## src/rtl/frame_fifo_writer.sv

```systemverilog
// Packs a 24-bit pixel stream into 32-bit FIFO words and prefixes every frame with
// the 0x80000000 / 0x7FFFFFFF sync header; frames are aborted on overflow or bad input.
module frame_fifo_writer #(
   parameter int H_ACTIVE   = 720,
   parameter int V_ACTIVE   = 576,
   parameter int HDR_LEVEL  = 200,
   parameter int FULL_LEVEL = 252
) (
   input  logic        clk,
   input  logic        reset,
   input  logic        pix_vsync,
   input  logic        pix_valid,
   input  logic [23:0] pix_data,
   input  logic [7:0]  wr_use,
   output logic [31:0] fifo_data,
   output logic        fifo_wr,
   output logic        frame_done,
   output logic        frame_drop,
   output logic [15:0] drop_cnt
);

   localparam int                PIX_TOTAL = H_ACTIVE * V_ACTIVE;
   localparam int                CNT_W     = (PIX_TOTAL > 1) ? $clog2(PIX_TOTAL) : 1;
   localparam logic [CNT_W-1:0]  PIX_LAST  = CNT_W'(PIX_TOTAL - 1);
   localparam logic [8:0]        HDR_LVL   = 9'(HDR_LEVEL);
   localparam logic [8:0]        FULL_LVL  = 9'(FULL_LEVEL);
   localparam logic [31:0]       HDR_WORD0 = 32'h8000_0000;
   localparam logic [31:0]       HDR_WORD1 = 32'h7FFF_FFFF;

   // HDR0/HDR1 name the header word currently on the output register; each
   // header word is launched one state earlier so it lands at sof+1 / sof+2.
   typedef enum logic [2:0] {
      S_IDLE = 3'd0,
      S_HDR0 = 3'd1,
      S_HDR1 = 3'd2,
      S_DATA = 3'd3,
      S_DROP = 3'd4
   } state_t;

   state_t           state_q, state_d;
   logic [CNT_W-1:0] pix_cnt_q, pix_cnt_d;
   logic             vs_q;
   logic             hdr_bad_q, hdr_bad_d;
   logic [31:0]      fifo_data_q, fifo_data_d;
   logic             fifo_wr_q, fifo_wr_d;
   logic             frame_done_q, frame_done_d;
   logic             frame_drop_q, frame_drop_d;
   logic [15:0]      drop_cnt_q, drop_cnt_d;
   logic             sof;
   logic             gate_ok;
   logic             room_ok;

   assign sof     = pix_vsync & ~vs_q;
   assign gate_ok = ({1'b0, wr_use} <= HDR_LVL);
   assign room_ok = ({1'b0, wr_use} < FULL_LVL);

   // Next-state, write and pulse generation
   always_comb begin
      state_d      = state_q;
      pix_cnt_d    = pix_cnt_q;
      hdr_bad_d    = hdr_bad_q;
      fifo_data_d  = fifo_data_q;
      fifo_wr_d    = 1'b0;
      frame_done_d = 1'b0;
      frame_drop_d = 1'b0;
      case (state_q)
         S_IDLE, S_DROP: begin
            if (sof) begin
               if (gate_ok) begin
                  fifo_wr_d   = 1'b1;
                  fifo_data_d = HDR_WORD0;
                  hdr_bad_d   = 1'b0;
                  state_d     = S_HDR0;
               end else begin
                  frame_drop_d = 1'b1;
                  state_d      = S_DROP;
               end
            end else begin
               state_d = state_q;
            end
         end
         S_HDR0: begin
            fifo_wr_d   = 1'b1;
            fifo_data_d = HDR_WORD1;
            state_d     = S_HDR1;
            if (pix_valid) begin
               hdr_bad_d    = 1'b1;
               frame_drop_d = ~hdr_bad_q;
            end else begin
               hdr_bad_d = hdr_bad_q;
            end
         end
         S_HDR1: begin
            pix_cnt_d = '0;
            if (pix_valid || hdr_bad_q) begin
               frame_drop_d = pix_valid & ~hdr_bad_q;
               state_d      = S_DROP;
            end else begin
               state_d = S_DATA;
            end
         end
         S_DATA: begin
            if (sof) begin
               // Short frame: abandon it and restart on the new sync
               frame_drop_d = 1'b1;
               if (gate_ok) begin
                  fifo_wr_d   = 1'b1;
                  fifo_data_d = HDR_WORD0;
                  hdr_bad_d   = 1'b0;
                  state_d     = S_HDR0;
               end else begin
                  state_d = S_DROP;
               end
            end else if (pix_valid) begin
               if (room_ok) begin
                  fifo_wr_d   = 1'b1;
                  fifo_data_d = {8'h00, pix_data};
                  if (pix_cnt_q == PIX_LAST) begin
                     frame_done_d = 1'b1;
                     state_d      = S_IDLE;
                  end else begin
                     pix_cnt_d = pix_cnt_q + {{(CNT_W-1){1'b0}}, 1'b1};
                  end
               end else begin
                  frame_drop_d = 1'b1;
                  state_d      = S_DROP;
               end
            end else begin
               state_d = S_DATA;
            end
         end
         default: begin
            state_d = S_IDLE;
         end
      endcase
   end

   // Saturating frame-drop counter update
   always_comb begin
      if (frame_drop_d && (drop_cnt_q != 16'hFFFF)) begin
         drop_cnt_d = drop_cnt_q + 16'd1;
      end else begin
         drop_cnt_d = drop_cnt_q;
      end
   end

   // State and output registers
   always_ff @(posedge clk or posedge reset) begin
      if (reset) begin
         state_q      <= S_IDLE;
         pix_cnt_q    <= '0;
         vs_q         <= 1'b0;
         hdr_bad_q    <= 1'b0;
         fifo_data_q  <= 32'h0000_0000;
         fifo_wr_q    <= 1'b0;
         frame_done_q <= 1'b0;
         frame_drop_q <= 1'b0;
         drop_cnt_q   <= 16'h0000;
      end else begin
         state_q      <= state_d;
         pix_cnt_q    <= pix_cnt_d;
         vs_q         <= pix_vsync;
         hdr_bad_q    <= hdr_bad_d;
         fifo_data_q  <= fifo_data_d;
         fifo_wr_q    <= fifo_wr_d;
         frame_done_q <= frame_done_d;
         frame_drop_q <= frame_drop_d;
         drop_cnt_q   <= drop_cnt_d;
      end
   end

   assign fifo_data  = fifo_data_q;
   assign fifo_wr    = fifo_wr_q;
   assign frame_done = frame_done_q;
   assign frame_drop = frame_drop_q;
   assign drop_cnt   = drop_cnt_q;

endmodule
```

## config.mk

```make
export PLATFORM = sky130hd
export DESIGN_NAME = frame_fifo_writer
export DESIGN_NICKNAME = d
export VERILOG_FILES = /design/src/rtl/frame_fifo_writer.sv
export SDC_FILE = /design/constraint.sdc
export NUM_CORES = 1
export LEC_CHECK = 0
export BUFFER_PORTS_ARGS = -buffer_cell sky130_fd_sc_hd__buf_2
export CAP_MARGIN = 20
export CORE_AREA = 3 3 88 90
export DETAILED_ROUTE_END_ITERATION = 10
export DIE_AREA = 0 0 91 93
export PLACE_DENSITY = 0.74
export SLEW_MARGIN = 20
export SYNTH_ARGS = -nofsm -noshare
export SYNTH_HDL_FRONTEND = slang
export SYNTH_SLANG_ARGS = --single-unit
```

## constraint.sdc

```tcl
create_clock -name clk -period 2.5 [get_ports clk]
set_input_delay 0.125 -clock clk [delete_from_list [all_inputs] [get_ports clk]]
set_output_delay 0.125 -clock clk [all_outputs]
set_load 0.005 [all_outputs]
```

==> metrics.txt <==
synth unique cells 47; Post-CTS Setup Repair Bufs 0; CP required 2.74 ns; fillcell total between 600 and 700; Worst setup EP type flip-flop; vias in the first global route 2957; Worst VDD drop about 0.0005 V; vias between 3000 and 4000; clock sinks between 70 and 80; fmax ~0.43 GHz; CTS tree done; Root Buffer clkbuf_8; Crit Path Category reg2reg; largest net degree at the start of global routing 32; # setup viols final 0; share of the synthesized area in the top cell type 53.63%; switching power 1400 uW; first-pass GRT wire length around 14000 um; Synth Register Bits between 70 and 80; chip width between 90 and 100 um; Post-synth EDFFs 0; Reg power frac between 40% and 50%; ys flop type dfrtp_1; YS warnings 0; Core Area about 0.0071 mm^2; Final Max Tran Viols 0; max_slew headroom about three fifths; Tcrit/Tclk final between 90 and 100%; detailed-route DRC error count 0; status finished, final reports clean; layout cells sized above 1 roughly 27%; Worst-Margin Slew a little under 0.6 ns; routed wl met2 between 4000 and 5000 um; Area Growth Syn to Fin 28.10%; die area around 0.0085 mm^2; setup TNS 0 ns; sequential fraction of the synthesis area a little over half; Setup crit start kind flip-flop; maxcap violations 0; Via-to-Cell Ratio ~5.5; syn_nets 370; DR WL met3 440 um; drt wl/cell 15.25 um; clock skew 0.01364 ns; Worst-Skew Late Latency approximately 0.36 ns; n_diodes 0; DR pass1 iterations 5; Internal 2594 uW; H-tree Lvls 3; initial core utilization about half; Hold Crit Class in2reg; grt ovf 0; Async SR Flop Fraction 100.0%; CTS Buf Count 9; Synth top cells by count 75 x dfrtp_1, 27 x nand2_1, 25 x nor2_1, 24 x a221o_1, 18 x xnor2_1; Highest Signal Layer met4; CP arrival roughly 2.6 ns; Leak about 0.0022 uW; routed wire length around 8300 um; Site Rows 31; GP Congestion 0.9494; Iter 0 DRT Violations 198; Final #Nets 481; Worst-path clk slew about 0.09 ns; Logic pwr share 32.7%; Post-CTS Resized 0; hold_ws between 0.02 and 0.025 ns; initial antenna violation count 0; Post-Synthesis Cells roughly 330; worst-path fanout max 5; ANT nets after route 0; Die Y 93 um; Clock power frac 22.6%; min Tclk post-route 2.330 ns; leading area contributor after synthesis dfrtp_1; final hold viol count 0; top cells by area, synth dfrtp_1 54%, a221o_1 6.9%, xnor2_1 4.5%; clock tree buffer depth 2; RSZ-0062 raised after global routing false; synthesized cell area about 0.0035 mm^2; GRT Total Usage approximately a fifth; Ports slightly below 90; pwr/cell area about 900 mW/mm^2; HPWL Detailed 5584 um; count leader, synth dfrtp_1; Sw Ratio a little over a third; PortBufs 86; Post-Syn Area per Cell about 11 um^2; met1 WL 3671 um
-- layout make-up --
cell class / count / area [um^2] / share of cell area (%)
repair buffers: 119 / 735.7 / 16.41
clock inverters: 7 / 70.07 / 1.563
clock buffers: 9 / 123.9 / 2.763
multi-input cells: 230 / 1523 / 33.97
inverters: 8 / 30.03 / 0.6698
well taps: 99 / 123.9 / 2.763
flip-flops and latches: 75 / 1877 / 41.86
-- metrics by stage --
| stage | total power [uW] | util (%) | cells | area, um^2 | setup WS (ns) |
|---|---|---|---|---|---|
| after floorplan | 2538 | - | 332 | 3500 | 0.3177 |
| after global placement | 3028 | 56.87 | 508 | 4059 | 0.2140 |
| final | 3994 | 62.82 | 547 | 4483 | 0.1700 |
| after global routing | 4258 | 62.82 | 547 | 4483 | 0.04107 |
| after detailed placement | 3061 | 56.87 | 508 | 4059 | 0.1965 |
| after CTS | 4003 | 62.68 | 546 | 4473 | 0.1715 |
-- cell families after synthesis --
| kind of cell | share of synthesized area (%) |
|---|---|
| adder cells (fa/ha/maj) | 0.7149 |
| multiplexers | 0.3218 |
| XOR/XNOR | 7.508 |
| flip-flops | 53.63 |
| AO/OA/AOI/OAI | 15.84 |
| AND/OR/NAND/NOR | 18.88 |
| buffers and inverters | 3.110 |
-- worst max-delay path: stages (launching register included) --
cell	delay (ns)
dfrtp_1	0.42
or4_1	0.53
or4_4	0.51
nor3_1	0.25
or3_1	0.21
o21ai_0	0.09
or2_1	0.21
-- flip-flops by register name, indices dropped and copies added (netlist names) --
register / flops
frame_drop: 1
fifo_data: 32
vs_q: 1
pix_cnt_q: 19
fifo_wr: 1
hdr_bad_q: 1
state_q: 3
drop_cnt: 16
frame_done: 1
-- path summary, 6_finish.rpt --
check,from,endpoint,slack [ns],cells past startpoint
worst max-delay path,pix_cnt_q[10]$_DFFE_PP0P_,state_q[0]$_DFFE_PP0P_,0.17,6
worst min register to register,fifo_data[28]$_DFFE_PP0P_,fifo_data[28]$_DFFE_PP0P_,0.48,1
max in group asynchronous,reset,fifo_data[22]$_DFFE_PP0P_,1.41,4
worst min-delay path,pix_data[21],fifo_data[21]$_DFFE_PP0P_,0.02,2
min in group asynchronous,reset,fifo_data[3]$_DFFE_PP0P_,0.34,3
worst max register to register,pix_cnt_q[10]$_DFFE_PP0P_,state_q[0]$_DFFE_PP0P_,0.17,6
-- routing by layer --
layer	global-route usage [%]	vias up
li1	-	1434
met1	26.80	1465
met2	32.62	99
met3	5.310	17
met4	8.040	0
met5	0	-
-- power by group through the flow --
stage / clock (uW) / combinational (uW) / sequential [uW]
after floorplan: 0 / 746 / 1790
after global placement: 0 / 1240 / 1790
after detailed placement: 0 / 1270 / 1790
after CTS: 929 / 1300 / 1770
after global routing: 971 / 1450 / 1840
final: 903 / 1300 / 1790
-- cells in the final DEF, fill, tap and decap left out, types with 3 or more instances in the layout --
cell / Yosys / layout
a21o_1: 6 / 6
a21oi_1: 10 / 9
a221o_1: 24 / 24
a31oi_1: 3 / 3
and2_1: 6 / 6
and3_1: 11 / 11
and4_1: 3 / 3
buf_2: 0 / 86
buf_4: 0 / 10
clkbuf_8: 0 / 9
dfrtp_1: 75 / 75
dlygate4sd3_1: 0 / 23
inv_1: 8 / 7
nand2_1: 27 / 27
nand3_1: 15 / 15
nand4_1: 15 / 15
nor2_1: 25 / 25
nor3_1: 8 / 7
o21ai_0: 9 / 9
or3_1: 3 / 3
xnor2_1: 18 / 18
xor2_1: 12 / 12
-- repair_timing --
item / 4_1_cts / 5_1_grt
endpoints found under the hold margin: 45 / 1
setup endpoints to repair: 0 / 0
hold buffers: 22 / 1
Power figures use the tool's default switching activity.
